$ cat config.mk
export PLATFORM = sky130hd
export DESIGN_NAME = vjtag_dr_bridge
export DESIGN_NICKNAME = d
export VERILOG_FILES = /design/src/rtl/vjtag_dr_bridge_pkg.sv /design/src/rtl/vjtag_dr_bridge_outbuf.sv /design/src/rtl/vjtag_dr_bridge.sv
export SDC_FILE = /design/constraint.sdc
export NUM_CORES = 1
export LEC_CHECK = 0
export BUFFER_PORTS_ARGS = -buffer_cell sky130_fd_sc_hd__clkbuf_2
export CAP_MARGIN = 20
export CORE_MARGIN = 2
export CORE_UTILIZATION = 36
export CTS_CLUSTER_DIAMETER = 40
export DETAILED_ROUTE_END_ITERATION = 8
export PLACE_DENSITY_LB_ADDON = 0.08
export SYNTH_ARGS = -nofsm -noshare
export SYNTH_HDL_FRONTEND = slang
export SYNTH_SLANG_ARGS = --single-unit
$ cat constraint.sdc
create_clock -name clock -period 2 [get_ports clock]
set_input_delay 0.6 -clock clock [delete_from_list [all_inputs] [get_ports clock]]
set_output_delay 0.6 -clock clock [all_outputs]
set_load 0.1 [all_outputs]
$ cat src/rtl/vjtag_dr_bridge_pkg.sv
// Shared types and frame field layout for the vJTAG data-register bridge.
// Define VJTAG_DR_BRIDGE_PARITY_EN to add an even-parity bit at the top of the DR frame.
package vjtag_dr_bridge_pkg;

    typedef enum logic {
        EMPTY = 1'b0,
        FULL  = 1'b1
    } obuf_state_e;

    localparam logic IR_ID   = 1'b0;
    localparam logic IR_DATA = 1'b1;

    // Field positions as offsets above the W payload bits.
    localparam int unsigned WR_OFS   = 0;  // update frame: write strobe
    localparam int unsigned CLR_OFS  = 1;  // update frame: clear status
    localparam int unsigned RSPV_OFS = 0;  // capture frame: rsp_valid
    localparam int unsigned OVF_OFS  = 1;  // capture frame: overflow
    localparam int unsigned FERR_OFS = 2;  // capture frame: frame_err
    localparam int unsigned PAR_OFS  = 3;  // both frames: parity (when enabled)

`ifdef VJTAG_DR_BRIDGE_PARITY_EN
    localparam int unsigned PAR_BITS = 1;
`else
    localparam int unsigned PAR_BITS = 0;
`endif

    function automatic int unsigned frame_len(input int unsigned w);
        return w + 3 + PAR_BITS;
    endfunction

endpackage

$ cat src/rtl/vjtag_dr_bridge_outbuf.sv
// Single-entry valid/ready holding register; flags a write that lands while a word is still held.
module vjtag_dr_bridge_outbuf
    import vjtag_dr_bridge_pkg::*;
#(
    parameter int unsigned DATA_WIDTH = 32
) (
    input  logic                  clock,
    input  logic                  reset,
    input  logic                  wr_en,
    input  logic [DATA_WIDTH-1:0] wr_data,
    input  logic                  rd_ready,
    output logic                  rd_valid,
    output logic [DATA_WIDTH-1:0] rd_data,
    output logic                  ovf_c
);

    obuf_state_e           state_q, state_d;
    logic [DATA_WIDTH-1:0] data_q, data_d;

    // A write accepted alongside a pop replaces the word and keeps the buffer full.
    always_comb begin
        state_d = state_q;
        data_d  = data_q;
        ovf_c   = 1'b0;
        case (state_q)
            EMPTY: begin
                if (wr_en) begin
                    state_d = FULL;
                    data_d  = wr_data;
                end
            end
            FULL: begin
                if (wr_en && rd_ready) begin
                    data_d = wr_data;
                end else if (wr_en) begin
                    ovf_c = 1'b1;
                end else if (rd_ready) begin
                    state_d = EMPTY;
                end
            end
            default: state_d = EMPTY;
        endcase
    end

    always_ff @(posedge clock) begin
        if (reset) begin
            state_q <= EMPTY;
            data_q  <= '0;
        end else begin
            state_q <= state_d;
            data_q  <= data_d;
        end
    end

    assign rd_valid = (state_q == FULL);
    assign rd_data  = data_q;

endmodule

$ cat src/rtl/vjtag_dr_bridge.sv
// vJTAG user DR bridge in the tck domain: constant ID register plus a DATA shift frame
// feeding a valid/ready write port and returning response words with sticky status.
// Optional parity bit controlled by VJTAG_DR_BRIDGE_PARITY_EN.
module vjtag_dr_bridge
    import vjtag_dr_bridge_pkg::*;
#(
    parameter int unsigned DATA_WIDTH = 32,
    parameter logic [31:0] ID_CODE    = 32'h5F1F_0001
) (
    input  logic                  clock,
    input  logic                  reset,
    input  logic                  tdi,
    output logic                  tdo,
    input  logic                  ir_in,
    input  logic                  virtual_state_cdr,
    input  logic                  virtual_state_sdr,
    input  logic                  virtual_state_udr,
    input  logic                  virtual_state_uir,
    output logic                  upd_valid,
    input  logic                  upd_ready,
    output logic [DATA_WIDTH-1:0] upd_data,
    input  logic                  rsp_valid,
    output logic                  rsp_ready,
    input  logic [DATA_WIDTH-1:0] rsp_data
);

    localparam int unsigned W  = DATA_WIDTH;
    localparam int unsigned L  = frame_len(W);
    localparam int unsigned CW = $clog2(L + 2);
    localparam int unsigned XW = (L > 32) ? L : 32;
    localparam logic [XW-1:0] ID_EXT = XW'(ID_CODE);

    logic [L-1:0]  sr_q, sr_d;
    logic [CW-1:0] cnt_q, cnt_d;
    logic          sel_q, sel_d;
    logic          overflow_q, overflow_d;
    logic          frame_err_q, frame_err_d;

    logic [L-1:0]  cap_c;
    logic          par_ok_c;
    logic          upd_data_c;
    logic          frame_ok_c;
    logic          wr_en_c;
    logic          ovf_c;

    // DATA capture frame: {frame_err, overflow, rsp_valid, rsp_data}, LSB first.
    always_comb begin
        cap_c                = '0;
        cap_c[W-1:0]         = rsp_valid ? rsp_data : '0;
        cap_c[W + RSPV_OFS]  = rsp_valid;
        cap_c[W + OVF_OFS]   = overflow_q;
        cap_c[W + FERR_OFS]  = frame_err_q;
`ifdef VJTAG_DR_BRIDGE_PARITY_EN
        cap_c[W + PAR_OFS]   = ^cap_c[L-2:0];
`endif
    end

`ifdef VJTAG_DR_BRIDGE_PARITY_EN
    assign par_ok_c = ~(^sr_q);
`else
    assign par_ok_c = 1'b1;
`endif

    assign upd_data_c = virtual_state_udr && (sel_q == IR_DATA);
    assign frame_ok_c = (cnt_q == CW'(L)) && par_ok_c;
    assign wr_en_c    = upd_data_c && frame_ok_c && sr_q[W + WR_OFS];
    assign rsp_ready  = !reset && virtual_state_cdr && (sel_q == IR_DATA) && rsp_valid;

    // Shift/capture datapath and sticky status; clear first so a same-frame set wins.
    always_comb begin
        sr_d        = sr_q;
        cnt_d       = cnt_q;
        sel_d       = sel_q;
        overflow_d  = overflow_q;
        frame_err_d = frame_err_q;

        if (virtual_state_uir) begin
            sel_d = ir_in;
        end

        if (virtual_state_cdr) begin
            sr_d  = (sel_q == IR_DATA) ? cap_c : ID_EXT[L-1:0];
            cnt_d = '0;
        end else if (virtual_state_sdr) begin
            sr_d = {tdi, sr_q[L-1:1]};
            if (cnt_q != CW'(L + 1)) begin
                cnt_d = cnt_q + CW'(1);
            end
        end else if (upd_data_c) begin
            if (!frame_ok_c) begin
                frame_err_d = 1'b1;
            end else begin
                if (sr_q[W + CLR_OFS]) begin
                    overflow_d  = 1'b0;
                    frame_err_d = 1'b0;
                end
                if (ovf_c) begin
                    overflow_d = 1'b1;
                end
            end
        end
    end

    always_ff @(posedge clock) begin
        if (reset) begin
            sr_q        <= '0;
            cnt_q       <= '0;
            sel_q       <= IR_ID;
            overflow_q  <= 1'b0;
            frame_err_q <= 1'b0;
        end else begin
            sr_q        <= sr_d;
            cnt_q       <= cnt_d;
            sel_q       <= sel_d;
            overflow_q  <= overflow_d;
            frame_err_q <= frame_err_d;
        end
    end

    assign tdo = sr_q[0];

    vjtag_dr_bridge_outbuf #(
        .DATA_WIDTH (W)
    ) u_outbuf (
        .clock    (clock),
        .reset    (reset),
        .wr_en    (wr_en_c),
        .wr_data  (sr_q[W-1:0]),
        .rd_ready (upd_ready),
        .rd_valid (upd_valid),
        .rd_data  (upd_data),
        .ovf_c    (ovf_c)
    );

endmodule

[Yosys cells after proc, flatten, opt, wreduce, memory -nomap -nowiden]
Cells that the tools add are included.
Cells by class
  add/sub/neg operators: 1
  eq/ne operators: 5
  muxes and demuxes: 17
  bitwise logic cells: 3
  reduce and logical (&&, ||, !) cells: 15
Operator list (number)
  2-to-1 mux 35 bit: 3
  2-to-1 mux 32 bit: 3
  one-hot mux 32 bit (2 select lines): 1
  2-to-1 mux 1 bit: 9
  logical AND 1 bit: 7
  adder 6 x 1 -> 6 bit, second input constant: 1
  equality test 6 bit, second input constant: 1
  != test 6 bit, second input constant: 1
  AND reduction 5 bit: 1
  != test 2 bit, second input constant: 2
  AND reduction 2 bit: 2
  AND reduction 4 bit: 1
  nonzero test 2 bit: 2
  inverter 1 bit: 3
  != test 2 x 1 -> 1 bit, second input constant: 1
  one-hot mux 1 bit (2 select lines): 1
  OR reduction 2 bit: 1
  logical NOT 1 bit: 1
Storage, ports and cells
  flip-flop bits (word level): 77
  bits of input ports: 42
  output and inout port bits: 35
  logic and storage cells: 48

[Longest topological paths before layout]
  depth after elaboration: 8
  gate-level depth with buffers: 6
  gate-level depth less buffers: 5

[Modules after synthesis]
Synthesis repeated with hierarchy kept, for this count alone.
Unflattened totals
  cell total of the unflattened synthesis: 375
  area, all modules: 3621.0 sq um
By module, submodules not included
  vjtag_dr_bridge: instances 1, cells each 230, area an instance 2103.3 sq um, seq. area each 880.8 sq um
  vjtag_dr_bridge_outbuf: instances 1, cells each 145, area an instance 1517.7 sq um, seq. area each 660.6 sq um

[Worst setup path after synthesis]
Ideal clock, no wire load.
  path kind: input to output
  start point: input port virtual_state_cdr
  end point: output port rsp_ready
  data arrival time: 2.520 ns
  required time: 1.400 ns
  setup slack: -1.120 ns
  cell stages on the path: 4
  cell sequence: buf_2 and3_1 buf_2 nor2b_1
On the way
  word-level cells in the longest chain between the ends: 3
Ends and longest elaborated chain
  start, declared: line vjtag_dr_bridge.sv:15  | input logic virtual_state_cdr,
  logical AND 1 bit (3 in a row): line vjtag_dr_bridge.sv:67  | assign rsp_ready = !reset && virtual_state_cdr && (sel_q == IR_DATA) && rsp_valid;
  end, declared: line vjtag_dr_bridge.sv:23  | output logic rsp_ready,
No other way between the ends.

[Worst setup path after layout]
  start point: input port rsp_valid
  end point: output port rsp_ready
On the way
  word-level cells in the longest chain between the ends: 1
Ends and longest elaborated chain
  start, declared: line vjtag_dr_bridge.sv:22  | input logic rsp_valid,
  logical AND 1 bit: line vjtag_dr_bridge.sv:67
No other way between the ends.

==> summary.md <==
| Metric | Value |
|---|---|
| Die Y | `107 um` |
| Initial core utilization | `0.372` |
| Ys async rst share | `0` |
| Cell Area, Synth | `about 0.0038 sq mm` |
| CP max stage delay | `around 0.19 ns` |
| Power density cells | `699 mW/mm^2` |
| Num CTS Buffers | `9` |
| DRT Wirelength | `10800 um` |
| Worst EP arrival | `between 1 and 1.5 ns` |
| CP cell instances | `clkbuf_2 > and3_4 > nor2b_4 > buf_12` |
| Tmin final | `1.86 ns` |
| CP required | `about 1.4 ns` |
| RSZ-0062 raised after global routing | `no` |
| CTS tree | `yes` |
| Vias in the first global route | `3470` |
| Setup TNS | `0 ns` |
| Vias per std cell | `5.55` |
| Hold Path Stages | `2` |
| Bufs and invs on worst path | `2` |
| HP Class | `flip-flop to flip-flop` |
| Yosys reg bits | `77` |
| Resized cells post-CTS | `0` |
| Syn Inst Count | `approximately 410` |
| Cell variety after synth | `43` |
| Initial antenna violation count | `0` |
| Worst-Margin Slew | `between 0.5 and 0.6 ns` |
| Syn_area_per_cell | `about 9.3 sq um` |
| Clock sink count | `77` |
| Syn_nets | `between 400 and 500` |
| Multi-input combinational cell area | `between 0.002 and 0.0025 sq mm` |
| Reg area | `0.00154 sq mm` |
| Part of the power in the clock network | `0.404` |
| Max Freq | `0.538 GHz` |
| Top Ports | `77` |
| Worst path top cell family by delay | `simple AND/OR/NAND/NOR gates` |
| Core footprint | `0.0103 sq mm` |
| Relative slew slack | `0.637` |
| P&R area growth vs syn | `20.0%` |
| Synth Flop Type | `dfxtp_1` |
| Gr usage total | `0.197` |
| H-tree depth | `3` |
| Crit-path slowest cell | `and3_4` |
| Setup Crit Path Kind | `primary input to primary output` |
| Area after DPL | `0.00438 sq mm` |
| Leakage power | `0.00169 uW` |
| GPL Wtd Cong | `0.766` |
| Yosys top cell by area | `dfxtp_1` |
| Setup bufs post-CTS | `0` |
| Drc violations | `0` |
| First-pass GRT wire length | `between 15000 and 20000 um` |
| Port-buffer cells | `between 70 and 80` |
| Layout Skew | `0.0162 ns` |
| Ranking of synthesized cells by area | `dfxtp_1 40%, o41ai_2 13%, a21oi_1 6.8%` |
| Most common cell in the netlist | `dfxtp_1` |
| Crit path depth | `4` |
| Post-synth top area share | `0.401` |
| R2R cell count | `5` |
| Net Switching | `~810 uW` |
| Warnings from Yosys | `0` |
| Synth cell count leaders | `77 x dfxtp_1, 52 x a21oi_1, 36 x nand4_1` |
| Pre-CTS setup slack | `-0.0998 ns` |
| RR Endpoint | `u_outbuf.rd_data[27]$_SDFFE_PP0P_` |
| Clk buf depth | `2` |
| Die Footprint | `roughly 0.012 sq mm` |
| N_diodes | `0` |
| Fillers | `1049` |
| Worst-Skew Late Latency | `0.35 ns` |
| Post-route ant nets | `0` |
| Largest net degree at the start of global routing | `73` |
| Slew Limit Fails | `0` |
| Clk root buf | `clkbuf_8` |
| Via count | `3405` |
| Period utilization | `0.929` |
| Final instance area | `0.00461 sq mm` |
| Final setup viols | `0` |
| Reg clk slew, reported paths | `roughly 0.08 ns` |
| Peak VDD IR | `0.367 mV` |
| Setup crit start kind | `primary input` |
| Sequential fraction of the synthesis area | `0.401` |
| Chip width | `roughly 110 um` |
| Hold_buf cts | `0` |
| Number of nets in the layout | `just over 500` |
| R2R setup slack | `0.30 ns` |
| CP endpoint kind | `primary output` |
| Reg-to-reg critical path startpoint | `cnt_q[0]$_SDFFE_PP0P_` |
| Final hold vios | `0` |
| DRT Pass-1 Iters | `4` |
| CP max FO | `2` |
| Utilization after layout | `0.446` |
| Int Pwr | `about 2400 uW` |
| DRT iter0 DRCs | `slightly above 200` |
| WL/cell | `17.6 um` |
| Logic pwr share | `0.093` |
| Total grt overflow | `0` |
| Worst Hold Launch | `u_outbuf.rd_data[0]$_SDFFE_PP0P_` |
| Flop pwr share | `0.502` |
| Status | `complete, no violations` |
| Layout cells sized above 1 | `0.327` |
| Max capacitance violation total | `0` |
| DP HPWL | `7110 um` |
| Switching share of power | `0.252` |
| Final worst slack | `0.142 ns` |
| Hold Path End | `u_outbuf.rd_data[0]$_SDFFE_PP0P_` |
| Number of synthesized flops with an enable pin | `0` |
| Row count | `37` |
worst register-to-register path: cells and delay by family (launching register included):
family | cells | cell delay (ns)
AND/OR/NAND/NOR | 1 | 0.14
adder cells (fa/ha/maj) | 1 | 0.29
buffers and inverters | 1 | 0.26
flip-flops | 1 | 0.44
AO/OA/AOI/OAI | 2 | 0.45
cells by family (layout without fill, tap and decap cells):
family	count (synthesis)	in the layout	synth area share
AO/OA/AOI/OAI	122	122	0.272
XOR/XNOR	1	1	0.00228
adder cells (fa/ha/maj)	2	2	0.00651
buffers and inverters	55	121	0.0723
flip-flops	77	77	0.401
multiplexers	15	15	0.0397
AND/OR/NAND/NOR	139	139	0.206
placed cells by master (no fill, tap or decap), types with 2 or more instances in the layout:
cell type,netlist,routed
nor4b_1,2,2
and4bb_2,2,2
a211oi_1,12,12
nand4_1,36,36
o41ai_2,30,30
nand3_1,5,5
inv_1,4,4
nor2b_4,0,2
nand2_1,7,6
bufinv_16,0,2
buf_4,0,22
a22oi_1,20,20
or3_1,2,2
buf_12,0,4
nor2_1,26,26
mux2_2,2,2
a21oi_1,52,52
o41ai_1,2,2
ha_1,2,2
dfxtp_1,77,77
nand2b_1,24,24
clkbuf_2,0,75
nor3_1,22,22
clkbuf_8,0,9
mux2i_1,13,13
o21ai_0,2,2
power groups by stage:
stage | Combinational, uW | Clock, uW | Sequential, uW
after floorplan | 186 | 0 | 1650
after global placement | 300 | 0 | 1650
after detailed placement | 302 | 0 | 1650
after CTS | 303 | 1340 | 1620
after global routing | 333 | 1410 | 1630
final | 301 | 1300 | 1620
worst max-delay path by stage:
stage / slack, ns / to / from
after detailed placement: -0.1 / u_outbuf.rd_data[27]$_SDFFE_PP0P_ / upd_ready
after floorplan: -0.13 / rsp_ready / virtual_state_cdr
after global routing: 0.10 / rsp_ready / sel_q$_SDFFE_PP0P_
after global placement: -0.05 / u_outbuf.rd_data[27]$_SDFFE_PP0P_ / upd_ready
after CTS: 0.13 / rsp_ready / rsp_valid
final: 0.14 / rsp_ready / rsp_valid
metal layers:
layer | GRT usage | share of wire
met1 | 0.265 | 0.46
met4 | 0.0445 | 0.0079
met2 | 0.323 | 0.48
met3 | 0.0442 | 0.055
met5 | 0 | 0
layout make-up:
class                           instances  area share
Multi-Input combinational cell        279       0.444
Clock buffer                           10      0.0277
Inverter                                5     0.00407
Clock inverter                          5      0.0185
Sequential cell                        77       0.335
Timing Repair Buffer                  101       0.135
Tap cell                              136      0.0369
stage by stage:
stage	hold WS [ns]	instances	power, uW
after global routing	0.476	613	3370
after global placement	0.442	597	1960
after floorplan	0.440	411	1840
final	0.459	613	3220
after detailed placement	0.447	597	1960
after CTS	0.459	612	3260
flip-flops by register name, summed over array words and instances (netlist names):
name / flops
sr_q: 35
u_outbuf.rd_data: 32
cnt_q: 6
frame_err_q: 1
overflow_q: 1
sel_q: 1
u_outbuf.rd_valid: 1
(Power assumes the default switching activity.)
